--- src/rtl/rob_retire.sv ---
// Reorder buffer: single-issue allocation, two completion ports, in-order dual retirement.
// Retire and free outputs are registered and valid for exactly one cycle per retire.
module rob_retire #(
   parameter int unsigned ROB_DEPTH = 16,
   parameter int unsigned TAG_W     = 4,
   parameter int unsigned AR_SIZE   = 6
) (
   input  logic               clk,
   input  logic               rstn,
   input  logic               alloc_valid,
   input  logic               alloc_has_dest,
   input  logic [5:0]         alloc_areg,
   input  logic [AR_SIZE-1:0] alloc_preg,
   input  logic [AR_SIZE-1:0] alloc_old_preg,
   output logic               alloc_ready,
   output logic [TAG_W-1:0]   alloc_tag,
   input  logic               cmpl_valid1,
   input  logic [TAG_W-1:0]   cmpl_tag1,
   input  logic [31:0]        cmpl_data1,
   input  logic               cmpl_valid2,
   input  logic [TAG_W-1:0]   cmpl_tag2,
   input  logic [31:0]        cmpl_data2,
   output logic               retire_en,
   output logic [AR_SIZE-1:0] retire_paddr1,
   output logic [AR_SIZE-1:0] retire_paddr2,
   output logic [31:0]        retire_data1,
   output logic [31:0]        retire_data2,
   output logic [5:0]         retire_areg1,
   output logic [5:0]         retire_areg2,
   output logic               free_valid1,
   output logic               free_valid2,
   output logic [AR_SIZE-1:0] free_preg1,
   output logic [AR_SIZE-1:0] free_preg2,
   output logic [TAG_W:0]     rob_count,
   output logic               rob_empty
);

   logic [ROB_DEPTH-1:0] valid_q, done_q, has_dest_q;
   logic [5:0]           areg_q     [ROB_DEPTH];
   logic [AR_SIZE-1:0]   preg_q     [ROB_DEPTH];
   logic [AR_SIZE-1:0]   old_preg_q [ROB_DEPTH];
   logic [31:0]          data_q     [ROB_DEPTH];

   logic [TAG_W-1:0] head_q, tail_q, head1;
   logic [TAG_W:0]   count_q, count_d;
   logic             alloc_fire, slot1, slot2, c1_hit, c2_hit;
   logic [1:0]       retire_num;

   assign head1       = head_q + TAG_W'(1);
   assign alloc_ready = (count_q != (TAG_W+1)'(ROB_DEPTH));
   assign alloc_fire  = alloc_valid && alloc_ready;
   assign alloc_tag   = tail_q;
   assign rob_count   = count_q;
   assign rob_empty   = (count_q == '0);

   assign slot1 = valid_q[head_q] && done_q[head_q];
   assign slot2 = slot1 && valid_q[head1] && done_q[head1];

   // Port 1 takes priority when both ports name the same entry.
   assign c1_hit = cmpl_valid1 && valid_q[cmpl_tag1] && !done_q[cmpl_tag1];
   assign c2_hit = cmpl_valid2 && valid_q[cmpl_tag2] && !done_q[cmpl_tag2] &&
                   !(c1_hit && (cmpl_tag1 == cmpl_tag2));

   always_comb begin
      retire_num = 2'd0;
      if (slot2)      retire_num = 2'd2;
      else if (slot1) retire_num = 2'd1;
      count_d = count_q + (TAG_W+1)'(alloc_fire) - (TAG_W+1)'(retire_num);
   end

   always_ff @(posedge clk or negedge rstn) begin
      if (!rstn) begin
         valid_q    <= '0;
         done_q     <= '0;
         has_dest_q <= '0;
         head_q     <= '0;
         tail_q     <= '0;
         count_q    <= '0;
      end else begin
         if (slot1) valid_q[head_q] <= 1'b0;
         if (slot2) valid_q[head1]  <= 1'b0;
         if (alloc_fire) begin
            valid_q[tail_q]    <= 1'b1;
            done_q[tail_q]     <= 1'b0;
            has_dest_q[tail_q] <= alloc_has_dest;
            tail_q             <= tail_q + TAG_W'(1);
         end
         if (c1_hit) done_q[cmpl_tag1] <= 1'b1;
         if (c2_hit) done_q[cmpl_tag2] <= 1'b1;
         head_q  <= head_q + TAG_W'(retire_num);
         count_q <= count_d;
      end
   end

   // Payload is only read once the entry is valid and done, so it needs no reset.
   always_ff @(posedge clk) begin
      if (alloc_fire) begin
         areg_q[tail_q]     <= alloc_areg;
         preg_q[tail_q]     <= alloc_preg;
         old_preg_q[tail_q] <= alloc_old_preg;
      end
      if (c1_hit) data_q[cmpl_tag1] <= cmpl_data1;
      if (c2_hit) data_q[cmpl_tag2] <= cmpl_data2;
   end

   always_ff @(posedge clk or negedge rstn) begin
      if (!rstn) begin
         retire_en     <= 1'b0;
         retire_paddr1 <= '0;
         retire_paddr2 <= '0;
         retire_data1  <= '0;
         retire_data2  <= '0;
         retire_areg1  <= '0;
         retire_areg2  <= '0;
         free_valid1   <= 1'b0;
         free_valid2   <= 1'b0;
         free_preg1    <= '0;
         free_preg2    <= '0;
      end else begin
         retire_en     <= slot1;
         retire_paddr1 <= (slot1 && has_dest_q[head_q]) ? preg_q[head_q] : '0;
         retire_paddr2 <= (slot2 && has_dest_q[head1])  ? preg_q[head1]  : '0;
         retire_data1  <= slot1 ? data_q[head_q] : '0;
         retire_data2  <= slot2 ? data_q[head1]  : '0;
         retire_areg1  <= slot1 ? areg_q[head_q] : '0;
         retire_areg2  <= slot2 ? areg_q[head1]  : '0;
         if (slot1 && has_dest_q[head_q] && (old_preg_q[head_q] != '0)) begin
            free_valid1 <= 1'b1;
            free_preg1  <= old_preg_q[head_q];
         end else begin
            free_valid1 <= 1'b0;
            free_preg1  <= '0;
         end
         if (slot2 && has_dest_q[head1] && (old_preg_q[head1] != '0)) begin
            free_valid2 <= 1'b1;
            free_preg2  <= old_preg_q[head1];
         end else begin
            free_valid2 <= 1'b0;
            free_preg2  <= '0;
         end
      end
   end

endmodule
--- config.mk ---
export PLATFORM = sky130hd
export DESIGN_NAME = rob_retire
export DESIGN_NICKNAME = d
export VERILOG_FILES = /design/src/rtl/rob_retire.sv
export SDC_FILE = /design/constraint.sdc
export NUM_CORES = 2
export LEC_CHECK = 0
export BUFFER_PORTS_ARGS = -buffer_cell sky130_fd_sc_hd__buf_2
export CORE_MARGIN = 2
export CORE_UTILIZATION = 63
export CTS_CLUSTER_SIZE = 16
export DETAILED_ROUTE_END_ITERATION = 8
export PLACE_DENSITY = 0.91
export SETUP_SLACK_MARGIN = 0.3
export SLEW_MARGIN = 20
export SYNTH_ARGS = -nofsm -noshare
export SYNTH_HDL_FRONTEND = slang
export SYNTH_SLANG_ARGS = --single-unit
--- constraint.sdc ---
create_clock -name clk -period 6.2 [get_ports clk]
set_input_delay 0.31 -clock clk [delete_from_list [all_inputs] [get_ports clk]]
set_output_delay 0.31 -clock clk [all_outputs]
set_load 0.05 [all_outputs]
== Word-level counts from Yosys, hierarchy flattened ==
Memory sizes are Yosys's and may differ from the RTL's.
Cells that the tools add are included.

* Register bits: 164
* Bits in writable memories: 800
* Bits of input ports: 96
* Output and inout bits: 114
* Word-level logic and storage cells: 127
* Memories kept: 4

* $add $sub $neg: 5
* $lt $le $gt $ge: 10
* Equal/unequal tests: 2
* Muxes and demuxes: 55
* Bitwise logic cells: 9
* Reduce and logical (&&, ||, !) cells: 25

{| class="wikitable"
|+ Memory list
! name !! depth !! width !! rd ports !! clocked after Yosys merged registers in !! wr ports !! line !! RTL
|-
| data_q || 16 || 32 || 2 || 0 || 2 || 42 || <nowiki>logic [31:0] data_q [ROB_DEPTH];</nowiki>
|-
| areg_q || 16 || 6 || 2 || 0 || 1 || 39 || <nowiki>logic [5:0] areg_q [ROB_DEPTH];</nowiki>
|-
| old_preg_q || 16 || 6 || 2 || 0 || 1 || 41 || <nowiki>logic [AR_SIZE-1:0] old_preg_q [ROB_DEPTH];</nowiki>
|-
| preg_q || 16 || 6 || 2 || 0 || 1 || 40 || <nowiki>logic [AR_SIZE-1:0] preg_q [ROB_DEPTH];</nowiki>
|}

{| class="wikitable"
|+ Operator list
! operator !! count
|-
| $mux 16 || 6
|-
| $mux 32 || 2
|-
| $and 16x16->16 || 3
|-
| $not 16->16 || 3
|-
| $or 16x16->16 || 3
|-
| $bmux 1 s4 || 10
|-
| $mux 6 || 6
|-
| $lt 4x5->1 const B || 5
|-
| $mux 1 || 24
|-
| $demux 1 s4 || 5
|-
| $ge 4x1->1 const B || 5
|-
| $logic_and 1x1->1 || 19
|-
| $bwmux 16 || 1
|-
| $reduce_bool 6->1 || 2
|-
| $add 4x1->4 const B || 2
|-
| $add 5x1->5 || 1
|-
| $logic_not 5->1 || 1
|-
| $ne 5x5->1 const B || 1
|-
| $sub 5x2->5 || 1
|-
| $add 4x2->4 || 1
|-
| $eq 4x4->1 || 1
|-
| $logic_not 1->1 || 3
|-
| $mux 2 || 1
|}

== Logic depth before layout (Yosys ltp) ==
* Depth after elaboration: 11
* Gate-level depth with buffers: 22
* Mapped depth without buffers: 16

== Worst setup path after synthesis ==
Ideal clock, no wire load.

* Kind: reg2reg
* Start: register head_q[1]
* End: register count_q[4], in the netlist rob_count[4]
* Library setup time: 126 ps
* Arrival: 4580 ps
* Data required time: 6074 ps
* Path slack: 1494 ps
* Cell stages (with the launch flop): 23
* Buffers on the path: 6
* Clock period less this slack: 4706 ps
* Cell sequence: dfrtp_1 > buf_2 > buf_2 > clkbuf_1 > clkbuf_1 > clkbuf_1 > inv_1 > ha_1 > buf_2 > nand3_1 > o2111a_1 > a2111oi_4 > a21oi_1 > nand2_1 > xnor2_1 > ha_1 > inv_1 > fa_1 > inv_1 > a21oi_1 > nor2_1 > nor2_1 > xnor2_1

* Cells in the longest elaborated chain, start to end: 7
* Elaborated cells on any way between the ends: 15
* Classes of those cells: add/sub: 2; mux: 10; reduce/logical: 3

{| class="wikitable"
|+ Ends and longest elaborated chain
! item !! line !! RTL
|-
| start: declaration || 44 || <nowiki>logic [TAG_W-1:0] head_q, tail_q, head1;</nowiki>
|-
| start signal: assignment || 90 || <nowiki>head_q <= head_q + TAG_W'(retire_num);</nowiki>
|-
| $add 4x1->4 / $bmux 1 s4 (equally long branches) || 49, 56 ||
|-
| $bmux 1 s4 / $mux 1 (equally long branches) || 57, 56 ||
|-
| $mux 1 (implied by the code) / $logic_and 1x1->1 (equally long branches) || 57, 56 ||
|-
| $logic_and 1x1->1 (2 in series) || 57 || <nowiki>assign slot2 = slot1 && valid_q[head1] && done_q[head1];</nowiki>
|-
| $mux 2 (*) || 66 || <nowiki>if (slot2) retire_num = 2'd2;</nowiki>
|-
| $sub 5x2->5 (*) || 68 || <nowiki>count_d = count_q + (TAG_W+1)'(alloc_fire) - (TAG_W+1)'(retire_num);</nowiki>
|-
| via count_d[4] || 45 || <nowiki>logic [TAG_W:0] count_q, count_d;</nowiki>
|-
| end signal: assignment || 91 || <nowiki>count_q <= count_d;</nowiki>
|-
| end: declaration || 45 ||
|}

The timed path passes the listed nets; every way through them passes the cells marked *. The select of a mux whose other input is x is not followed.
A chain may end at the register's enable or synchronous reset.

== Worst setup path in the final report ==
* Start: register head_q[0]
* End: register count_q[4], in the netlist rob_count[4]

Same word-level chain as after synthesis.

==> results.yml <==
run_status:
  status: "finished, final reports clean"
timing:
  min_period_over_period_pct: 83.1
  slew_headroom_pct: 8.06
  fin_worst_skew_ns: 0.0648
  fin_setup_tns_ns: 0
  hold_viol_final: 0
  period_needed_ns: 5.15
  setup_viol: 0
  maxSlewViolCount: 0
  worstMarginPinSlew_ns: 1.38
  timing.fmax_ghz: 0.194
  grt_setup_unrepaired: "false"
power_and_ir_drop:
  seqPwrFrac_pct: 31.6
  switching_share_pct: 38.2
  peakVddDrop_mv: 0.670
  p_sw_mw: 10.2
  power.share.clock_pct: 23.1
  leakage_nw: 19.6
  cellPowerDensity_nw_per_um2: 482
  power.internal_mw: 16.6
  p_comb_share_pct: 45.3
floorplanning:
  fp-row-count: 103
  die_h_um: 286
  start_util_pct: 63.6
  die_x_um: 286
  die_area_sq_um: 82000
  ios: 210
  core_area_sq_um: 79000
grt:
  grt_max_degree: 150
  antenna_found_initial: 18
  track_usage_pct: 37.2
  grt_pass1_vias: 33400
  grt_pass1_wl_mm: 221
  overflow: 0
synthesis:
  synth_common_cells: "edfxtp_1, mux2_2, mux4_2"
  synth-edff-count: 800
  synthCells: 2883
  synthMostInstantiatedCell: "edfxtp_1"
  ys_seq_elements: 964
  syn_nets: 2996
  seq_area_frac_synth_pct: 56.0
  yosys.area.top_type: "edfxtp_1"
  syn_avg_cell_area_sq_um: 17.4
  synthArstFlopShare_pct: 17.0
  syn_area_sq_um: 50200
  synth_ff_type: "edfxtp_1"
  synthDistinctLibCells: 58
  ys_warn_count: 0
  synth_area_leaders: "edfxtp_1, mux4_2, mux2_2, dfrtp_1, nand2_1"
  yosys.area.top_type_share_pct: 47.8
clocking:
  cts_root_buffer: "clkbuf_16"
  h-tree-depth: 3
  cts_tree: "yes"
  numCtsBuffers: 99
  clkTransAtPathRegs_ns: 0.06
  cts_resized: 0
  clkLatencyLatePin_ns: 0.70
  cts_hold_buf: 16
  clock-sinks: 964
  postCtsSetupBuffers: 0
  clockBufferDepth: 3
route:
  first_iter_violations: 5489
  dr_total_vias: 32400
  routed_wl_mm: 151
  antenna_left: 0
  drc: 0
  avgViaCountPerCell: 7.87
  firstDrtPassIters: 9
  wl_per_cell_um: 36.8
placement:
  post_dp_cell_area_sq_um: 52100
  gp_congestion: 0.982
  hpwl_mm: 79.7
  portBuffers: 209
finish:
  drive_gt1_share_pct: 49.2
  postLayoutCellArea_sq_um: 55700
  area_delta_synth_final_pct: 10.9
  fin_util_pct: 70.5
  nets: 3078
setup_path:
  cp_max_fo: 32
  worst_path_max_delay_cell: "a21oi_1"
  cp.arrival_ns: 5.73
  end_kind: "register"
  cp_data_required_time_ns: 6.78
  path_class: "register to register"
  crit_family: "adder cells"
  crit_chain: "ha_1 > xnor2_2 > buf_4 > o2111a_1 > a2111oi_4 > a21oi_1 > nand2_1 > xnor2_1 > ha_1 > inv_1 > fa_1 > inv_1 > a21oi_1 > nor2_1 > nor2_1 > xnor2_1"
  crit_path_max_incr_delay_ns: 0.72
  startpoint_type: "register"
  cp_num_buf_inv: 3
worst_hold_path:
  min_path_type: "input port to register"
run:
  cap_violations: 0
==> power groups by stage <==
stage | logic (mW) | clock network [mW] | registers [mW]
2_1_floorplan | 8.25 | 0 | 8.79
3_3_place_gp | 11.3 | 0 | 8.46
3_5_place_dp | 11.6 | 0 | 8.52
4_1_cts | 11.9 | 6.17 | 8.42
5_1_grt | 12.6 | 6.41 | 8.50
6_report | 12.2 | 6.18 | 8.49
==> per-layer routing <==
layer	up-vias	wire (um)	share of wire (%)	GRT usage, %
met3	780	24000	16	12.6
met4	14	9070	6.0	20.0
met2	3412	70400	47	56.7
li1	12000	-	-	-
met1	16200	47800	32	47.7
met5	-	80	0.053	0
==> through the flow <==
| stage | hold WS [ns] | setup WS (ns) | total power [mW] | cells |
|---|---|---|---|---|
| floorplan | 0.0144 | 1.49 | 17.0 | 2883 |
| global placement | 0.406 | 1.47 | 19.8 | 3898 |
| detailed placement | 0.420 | 1.36 | 20.2 | 3898 |
| CTS | 0.0125 | 1.25 | 26.5 | 4102 |
| global route | 0.0337 | 0.845 | 27.5 | 4110 |
| finish | 0.0390 | 1.05 | 26.8 | 4114 |
==> state kept, by name (all words and copies together) (netlist names), 5 cells and up <==
| name | count |
|---|---|
| done_q | 16 |
| data_q | 512 |
| retire_areg1 | 6 |
| free_preg2 | 6 |
| has_dest_q | 16 |
| retire_data1 | 32 |
| retire_areg2 | 6 |
| areg_q | 96 |
| preg_q | 96 |
| valid_q | 16 |
| retire_paddr1 | 6 |
| retire_data2 | 32 |
| old_preg_q | 96 |
| free_preg1 | 6 |
| retire_paddr2 | 6 |
| rob_count | 5 |
==> layout make-up <==
class	instances	area (sq um)
fillers	4429	23300
clock buffers	138	2760
clock inverters	50	598
well taps	1050	1310
flip-flops and latches	964	28100
repair buffers	279	1670
diodes	12	30.0
multi-input cells	1594	21100
inverters	27	101
==> placed cells by master (no fill, tap or decap), types with 7 or more instances in the layout <==
cell type | Yosys | final
nor2_1 | 28 | 18
mux4_2 | 488 | 488
o21ai_4 | 0 | 9
inv_1 | 26 | 25
dfrtp_1 | 164 | 160
a31o_2 | 12 | 12
buf_2 | 87 | 208
o31ai_4 | 0 | 7
diode_2 | 0 | 12
ha_1 | 15 | 14
or2_2 | 10 | 7
nor2_4 | 0 | 10
o311ai_0 | 7 | 7
clkbuf_16 | 0 | 99
clkbuf_1 | 136 | 25
mux2_2 | 494 | 494
nand3_1 | 31 | 30
and3_1 | 60 | 60
bufinv_16 | 0 | 9
clkinv_1 | 1 | 7
nand2_1 | 145 | 144
o211ai_1 | 8 | 8
a211oi_1 | 39 | 39
edfxtp_1 | 800 | 800
nand4_1 | 16 | 16
and2_1 | 42 | 42
clkbuf_8 | 0 | 15
o21ai_0 | 32 | 24
nand2b_1 | 13 | 11
dlygate4sd3_1 | 0 | 16
clkinv_2 | 0 | 22
buf_4 | 13 | 49
mux2i_1 | 39 | 39
mux2_4 | 28 | 28
xnor2_1 | 15 | 12
==> cell families after synthesis <==
| logic type | count (synthesis) | synth area share [%] |
|---|---|---|
| AO/OA/AOI/OAI | 133 | 1.95 |
| XOR/XNOR | 17 | 0.297 |
| flip-flops | 964 | 56.0 |
| AND/OR/NAND/NOR | 372 | 3.75 |
| buffers and inverters | 325 | 2.82 |
| multiplexers | 1055 | 34.7 |
| adder cells (fa/ha/maj) | 17 | 0.454 |
==> worst paths after layout <==
path	start	end	slack (ns)	depth (start not counted)
hold / removal	alloc_areg[1]	areg_q[14][1]	0.04	1
min in group asynchronous	rstn	free_preg2[4]	0.26	2
setup reg to reg	head_q[0]	rob_count[4]	1.05	16
max in group asynchronous	rstn	head_q[0]	4.32	3
hold reg to reg	has_dest_q[0]	has_dest_q[0]	0.56	1
setup / recovery	head_q[0]	rob_count[4]	1.05	16
Note: power is estimated with default switching activity, not from simulation.
